$ cat src/rtl/sram_arbiter.sv
// Two-port arbiter sharing one SRAM controller between the memory stage (port 0) and a secondary requester (port 1).
// Define SRAM_ARB_RR_EN for round-robin tie-breaking; the default build uses fixed priority with port 0 winning ties.
module sram_arbiter #(
  parameter int ADDR_W = 32,
  parameter int DATA_W = 32
) (
  input  logic              clk,
  input  logic              rst,
  input  logic              p0_rd_en,
  input  logic              p0_wr_en,
  input  logic [ADDR_W-1:0] p0_address,
  input  logic [DATA_W-1:0] p0_write_data,
  output logic              p0_ready,
  output logic [63:0]       p0_read_data,
  input  logic              p1_rd_en,
  input  logic              p1_wr_en,
  input  logic [ADDR_W-1:0] p1_address,
  input  logic [DATA_W-1:0] p1_write_data,
  output logic              p1_ready,
  output logic [63:0]       p1_read_data,
  output logic              mem_rd_en,
  output logic              mem_wr_en,
  output logic [ADDR_W-1:0] mem_address,
  output logic [DATA_W-1:0] mem_write_data,
  input  logic              mem_ready,
  input  logic [63:0]       mem_read_data,
  output logic              grant,
  output logic              busy
);

  typedef enum logic [1:0] {
    IDLE = 2'd0,
    BUSY = 2'd1,
    DONE = 2'd2
  } state_t;

  state_t state_r;
  logic   req0_s;
  logic   req1_s;
  logic   win_s;
  logic   win_wr_s;

`ifdef SRAM_ARB_RR_EN
  logic last_r;
`endif

  // Winner selection; a port with both enables high is treated as a write.
  always_comb begin
    req0_s = p0_rd_en | p0_wr_en;
    req1_s = p1_rd_en | p1_wr_en;
`ifdef SRAM_ARB_RR_EN
    if (req0_s && req1_s) begin
      win_s = ~last_r;
    end else if (req1_s) begin
      win_s = 1'b1;
    end else begin
      win_s = 1'b0;
    end
`else
    if (req0_s) begin
      win_s = 1'b0;
    end else if (req1_s) begin
      win_s = 1'b1;
    end else begin
      win_s = 1'b0;
    end
`endif
    if (win_s) begin
      win_wr_s = p1_wr_en;
    end else begin
      win_wr_s = p0_wr_en;
    end
  end

  // Arbiter FSM with all outputs registered; controller is driven only from latched state.
  always_ff @(posedge clk or negedge rst) begin
    if (!rst) begin
      state_r        <= IDLE;
      p0_ready       <= 1'b0;
      p1_ready       <= 1'b0;
      p0_read_data   <= 64'd0;
      p1_read_data   <= 64'd0;
      mem_rd_en      <= 1'b0;
      mem_wr_en      <= 1'b0;
      mem_address    <= {ADDR_W{1'b0}};
      mem_write_data <= {DATA_W{1'b0}};
      grant          <= 1'b0;
      busy           <= 1'b0;
`ifdef SRAM_ARB_RR_EN
      last_r         <= 1'b1;
`endif
    end else begin
      case (state_r)
        IDLE: begin
          if (req0_s || req1_s) begin
            state_r        <= BUSY;
            grant          <= win_s;
            busy           <= 1'b1;
            mem_wr_en      <= win_wr_s;
            mem_rd_en      <= ~win_wr_s;
            mem_address    <= win_s ? p1_address : p0_address;
            mem_write_data <= win_s ? p1_write_data : p0_write_data;
`ifdef SRAM_ARB_RR_EN
            last_r         <= win_s;
`endif
          end
        end
        BUSY: begin
          if (mem_ready) begin
            state_r   <= DONE;
            mem_rd_en <= 1'b0;
            mem_wr_en <= 1'b0;
            if (grant) begin
              p1_ready     <= 1'b1;
              p1_read_data <= mem_read_data;
            end else begin
              p0_ready     <= 1'b1;
              p0_read_data <= mem_read_data;
            end
          end
        end
        DONE: begin
          state_r  <= IDLE;
          p0_ready <= 1'b0;
          p1_ready <= 1'b0;
          busy     <= 1'b0;
        end
        default: begin
          state_r   <= IDLE;
          p0_ready  <= 1'b0;
          p1_ready  <= 1'b0;
          mem_rd_en <= 1'b0;
          mem_wr_en <= 1'b0;
          busy      <= 1'b0;
        end
      endcase
    end
  end

endmodule
$ cat config.mk
export PLATFORM = sky130hd
export DESIGN_NAME = sram_arbiter
export DESIGN_NICKNAME = d
export VERILOG_FILES = /design/src/rtl/sram_arbiter.sv
export SDC_FILE = /design/constraint.sdc
export NUM_CORES = 1
export LEC_CHECK = 0
export CAP_MARGIN = 20
export CELL_PAD_IN_SITES_DETAIL_PLACEMENT = 0
export CELL_PAD_IN_SITES_GLOBAL_PLACEMENT = 1
export CORE_ASPECT_RATIO = 1.75
export CORE_MARGIN = 3
export CORE_UTILIZATION = 31
export CTS_CLUSTER_SIZE = 16
export DETAILED_ROUTE_END_ITERATION = 10
export PLACE_DENSITY = 0.79
export RECOVER_POWER = 25
export SLEW_MARGIN = 30
export SYNTH_ARGS = -nofsm -noshare
export SYNTH_HDL_FRONTEND = slang
export SYNTH_SLANG_ARGS = --single-unit
$ cat constraint.sdc
create_clock -name clk -period 2 [get_ports clk]
set_input_delay 0.2 -clock clk [delete_from_list [all_inputs] [get_ports clk]]
set_output_delay 0.2 -clock clk [all_outputs]
set_load 0.01 [all_outputs]
# Word level (Yosys, flattened, before mapping)
# Cells that the tools add are included.
dict set report totals {
  register_bits 200
  in_bits 199
  out_inout_bits 198
  elab_cells 55
}
dict set report op_classes {
  n_reduce_logical 10
  eq_ne 6
  bitwise_logic 7
  muxes 21
}
# cell n
set ops {}
lappend ops {{$mux W32} 2}
lappend ops {{$reduce_and A3 Y1} 5}
lappend ops {{$mux W1} 11}
lappend ops {{$ne A2 B2 Y1 const B} 4}
lappend ops {{$pmux W1 S2} 3}
lappend ops {{$pmux W1 S3} 2}
lappend ops {{$reduce_and A2 Y1} 3}
lappend ops {{$not A1 Y1} 5}
lappend ops {{$mux W2} 2}
lappend ops {{$pmux W2 S2} 1}
lappend ops {{$eq A2 B1 Y1 const B} 1}
lappend ops {{$eq A2 B2 Y1 const B} 1}
lappend ops {{$logic_not A2 Y1} 1}
lappend ops {{$or A1 B1 Y1} 2}
lappend ops {{$logic_or A1 B1 Y1} 1}

# Logic depth before layout (Yosys ltp)
dict set report logic_depth {
  depth_word 7
  depth_mapped 5
}

# Least setup slack after synthesis
# No wires, ideal clock.
dict set report synth_path {
  path_type {register to register}
  start {register state_r[1]}
  end {register p0_read_data[0]}
  arrival_ns 1.416
  t_required_ns 1.875
  slack_ns 0.459
  path_stages_with_launch 6
  setup_time_ns 0.125
  n_path_buf 2
  path_cell_list {dfrtp_1 and3b_1 and2_1 buf_6 buf_6 mux2_4}
}
dict set report synth_between {
  elab_chain_len 2
}
# element line_no
set synth_lines {}
lappend synth_lines {{start, declared} 37} ;# state_t state_r;
lappend synth_lines {{start signal, assigned} 78} ;# state_r <= IDLE;
lappend synth_lines {{start signal, assigned} 96} ;# state_r <= BUSY;
lappend synth_lines {{start signal, assigned} 110} ;# state_r <= DONE;
lappend synth_lines {{$eq A2 B1 Y1} 93} ;# case (state_r)
lappend synth_lines {{$reduce_and A3 Y1 (no line)} --}
lappend synth_lines {{end signal, assigned} 118} ;# p0_read_data <= mem_read_data;
lappend synth_lines {{end, declared} 14} ;# output logic [63:0] p0_read_data,
# Every way passes these cells.
# A chain may end at the register's enable or synchronous reset.

# Final worst setup path
dict set report layout_path {
  start {register grant}
  end {output port grant}
}
# element line_no
set layout_lines {}
lappend layout_lines {{start, declared} 27} ;# output logic grant,
lappend layout_lines {{start signal, assigned} 97} ;# grant <= win_s;
# No word-level cell between the ends.

==> flow_results.xml <==
<?xml version="1.0" encoding="UTF-8"?>
<metrics>
  <group name="detailed_routing">
    <metric name="routed_length_on_met3" unit="um">1975</metric>
    <metric name="dr.pass1.iters" unit="">6</metric>
    <metric name="route.top_layer_used" unit="">met5</metric>
    <metric name="num_vias" unit="">6472</metric>
    <metric name="drt_wirelength" unit="um">25630</metric>
    <metric name="detail_route.wirelength.met1" unit="um">8978</metric>
    <metric name="drc_violation_total_after_the_first_tritonroute_iteration" unit="">432</metric>
    <metric name="drt.antenna.violating_nets" unit="">0</metric>
    <metric name="detail_route.wl_per_cell" unit="um">18.43</metric>
    <metric name="remaining_drc_errors" unit="">0</metric>
    <metric name="routed_via_density" unit="">4.653</metric>
    <metric name="met2_length" unit="um">13930</metric>
  </group>
  <group name="finish">
    <metric name="post_layout_instance_count_excluding_filler_cells" unit="">1391</metric>
    <metric name="final_nets" unit="">1253</metric>
    <metric name="layout.filler_cells" unit="">2359</metric>
    <metric name="flow.area_growth_from_synthesis" unit="%">60.61</metric>
    <metric name="most-common-layout-cells" unit="">395 x clkdlybuf4s50_1, 200 x dfrtp_1, 195 x inv_1</metric>
    <metric name="share_of_final_layout_standard_cells_stronger_than_drive_strength_1" unit="%">17.90</metric>
    <metric name="ff_latch_area" unit="um2">5005</metric>
    <metric name="insertedDiodeCount" unit="">0</metric>
    <metric name="area_of_the_multi_input_gates" unit="um2">2476</metric>
    <metric name="final_area" unit="um2">13470</metric>
    <metric name="layout_commonest_cell" unit="">clkdlybuf4s50_1</metric>
  </group>
  <group name="cts">
    <metric name="cts.reportedPaths.clkPinSlew" unit="ns">0.07</metric>
    <metric name="clockBufferDepth" unit="">2</metric>
    <metric name="cts_tree" unit="">done</metric>
    <metric name="numCtsBuffers" unit="">17</metric>
    <metric name="worst_skew_pair.late_latency" unit="ns">0.45</metric>
    <metric name="numClockSinks" unit="">200</metric>
    <metric name="cts.root.buffer_cell" unit="">clkbuf_16</metric>
    <metric name="cts-resized-gates" unit="">0</metric>
    <metric name="h-tree-depth" unit="">4</metric>
  </group>
  <group name="floorplanning">
    <metric name="rows" unit="">79</metric>
    <metric name="placeable_area" unit="um2">26590</metric>
    <metric name="floorplan.die_area" unit="um2">29150</metric>
    <metric name="die_height" unit="um">223.6</metric>
    <metric name="design.portCount" unit="">397</metric>
    <metric name="initial_utilization" unit="%">31.55</metric>
    <metric name="dieWidth" unit="um">130.4</metric>
  </group>
  <group name="critical_path">
    <metric name="crit_slowest_cell" unit="">clkdlybuf4s50_1</metric>
    <metric name="path_cells" unit="">clkdlybuf4s50_1</metric>
    <metric name="worst_path_largest_cell_delay" unit="ns">0.64</metric>
    <metric name="timing.critical_path.arrival" unit="ns">1.49</metric>
    <metric name="critPathMaxFanout" unit="">4</metric>
    <metric name="top_cell_family_by_delay_on_the_critical_path" unit="">buffers and inverters</metric>
    <metric name="critical_path_buf_inv_count" unit="">1</metric>
    <metric name="crit_required" unit="ns">1.80</metric>
    <metric name="startpoint_type" unit="">flop</metric>
    <metric name="end_kind" unit="">output pin</metric>
    <metric name="critPathKind" unit="">reg -&gt; out</metric>
  </group>
  <group name="placed_design">
    <metric name="placed_cells_incl_taps" unit="">1358</metric>
    <metric name="place_hpwl" unit="um">19680</metric>
    <metric name="gp_routability_congestion" unit="">0.7871</metric>
    <metric name="numPortBuffers" unit="">396</metric>
    <metric name="placed_standard_cell_area" unit="um2">12900</metric>
  </group>
  <group name="power_and_ir_drop">
    <metric name="p_leak" unit="nW">6.408</metric>
    <metric name="vdd_ir_drop_max" unit="V">0.0007395</metric>
    <metric name="p_per_area" unit="nW/um2">1545</metric>
    <metric name="finalPower" unit="mW">20.82</metric>
  </group>
  <group name="sta">
    <metric name="timing.fmax" unit="MHz">592.9</metric>
    <metric name="timing.final.setup_violations" unit="">0</metric>
    <metric name="fin_crit_sh" unit="%">84.33</metric>
    <metric name="timing.setup.tns" unit="ns">0</metric>
    <metric name="worst_slew_pin_slew" unit="ns">0.9918</metric>
    <metric name="final_worst_path_period_need" unit="ns">1.687</metric>
    <metric name="final-hold-violation-count" unit="">0</metric>
    <metric name="fin_worst_skew" unit="ns">0.01099</metric>
    <metric name="slew_limit_headroom" unit="%">33.88</metric>
    <metric name="grt_setup_unrepaired" unit="">no</metric>
    <metric name="report.final.slew_viol_count" unit="">0</metric>
  </group>
  <group name="synth">
    <metric name="synthesis.instances" unit="">644</metric>
    <metric name="combined_area_of_all_synthesized_cells" unit="um2">8389</metric>
    <metric name="post_synth.cell_area_avg" unit="um2">13.03</metric>
    <metric name="syn_nets" unit="">843</metric>
    <metric name="synth_sequential_area_ratio" unit="%">59.66</metric>
    <metric name="synth-warning-count" unit="">0</metric>
    <metric name="synth_seq_cells" unit="">200</metric>
    <metric name="ys_types" unit="">23</metric>
  </group>
  <group name="global_route">
    <metric name="pin_count_of_the_biggest_net_entering_global_routing" unit="">67</metric>
    <metric name="grt_overflow" unit="">0</metric>
    <metric name="overall_fraction_of_global_route_tracks_in_use" unit="%">17.46</metric>
    <metric name="grt_antenna_before_repair" unit="">1</metric>
    <metric name="vias_in_the_first_global_route" unit="">6776</metric>
    <metric name="grt_pass1_wl" unit="um">38470</metric>
  </group>
  <group name="worst_hold_path">
    <metric name="hold_crit_class" unit="">in -&gt; reg</metric>
  </group>
  <group name="run_status">
    <metric name="result_of_the_run" unit="">finished clean</metric>
  </group>
  <group name="flow_run">
    <metric name="timing.max_cap.violations" unit="">0</metric>
  </group>
</metrics>
## stage by stage
step	hold WS (ns)	util, %	worst slack [ns]
2_1_floorplan	-0.09559	-	0.4591
3_3_place_gp	0.2521	48.50	0.1270
3_5_place_dp	0.2562	48.50	0.1124
4_1_cts	0.2760	50.76	0.2635
5_1_grt	0.2870	50.68	0.1341
6_report	0.3119	50.68	0.3135
## synth_stat cells
cell type | count | share of area [%]
mux2i_1 | 1 | 0.12
o41ai_2 | 1 | 0.19
dfrtp_1 | 200 | 60
buf_2 | 12 | 0.72
clkbuf_1 | 14 | 0.63
nand2_1 | 1 | 0.045
and3b_1 | 1 | 0.10
a21oi_1 | 1 | 0.060
a31oi_1 | 2 | 0.15
inv_1 | 195 | 8.7
mux2_2 | 69 | 9.3
nor3_1 | 1 | 0.060
and2_1 | 2 | 0.15
o21ai_0 | 4 | 0.24
nand2b_1 | 1 | 0.075
a21o_1 | 1 | 0.090
a222oi_1 | 64 | 7.6
nor2_1 | 4 | 0.18
mux2_4 | 60 | 11
buf_6 | 7 | 0.94
buf_1 | 1 | 0.045
o211a_1 | 1 | 0.12
nand2_2 | 1 | 0.075
## cell families (layout without fill, tap and decap cells)
group / after synthesis / after routing / synth area share [%]
buffers and inverters: 229 / 652 / 11.05
flip-flops: 200 / 200 / 59.66
multiplexers: 130 / 130 / 20.12
AO/OA/AOI/OAI: 74 / 74 / 8.486
AND/OR/NAND/NOR: 11 / 11 / 0.6860
## layer usage
layer  vias to the layer above  track usage, %
met5                         -               0
met4                         2           6.676
met3                        43           5.703
met2                       308           32.04
met1                      3145           18.06
li1                       2974               -
## sequential cells by signal, summed over array words and instances, names as in the netlist
signal	count
p0_read_data	64
p1_read_data	64
mem_address	32
mem_write_data	32
state_r	2
busy	1
grant	1
mem_rd_en	1
mem_wr_en	1
p0_ready	1
p1_ready	1
## worst paths after layout
kind / start / to / slack [ns] / cells after the start
max in group asynchronous: rst / mem_address[10] / 0.39 / 3
min in group asynchronous: rst / p1_read_data[8] / 0.48 / 2
worst min-delay path: p1_address[8] / mem_address[8] / 0.31 / 3
worst max register to register: state_r[0] / p0_read_data[62] / 0.32 / 4
worst min register to register: p1_read_data[23] / p1_read_data[23] / 0.51 / 1
worst max-delay path: grant / grant / 0.31 / 1
## where the power goes
group	internal, mW	total (mW)	leakage [nW]	switching, mW
sequential	6.09	7.23	2.32	1.13
combinational	6.18	10.1	3.80	3.95
clock	1.78	3.47	0.290	1.69
## cell type report
| class | count | area share, % |
|---|---|---|
| Clock inverter | 15 | 1.235 |
| Inverter | 195 | 5.432 |
| Multi-Input combinational cell | 215 | 18.38 |
| Timing Repair Buffer | 425 | 31.65 |
| Sequential cell | 200 | 37.14 |
| Tap cell | 324 | 3.009 |
| Clock buffer | 17 | 3.157 |
## timing repair
item,in CTS,in global routing
setup buffers,0,0
hold buffers,1,0
endpoints found under the hold margin,57,0
Note: power is estimated with default switching activity, not from simulation.
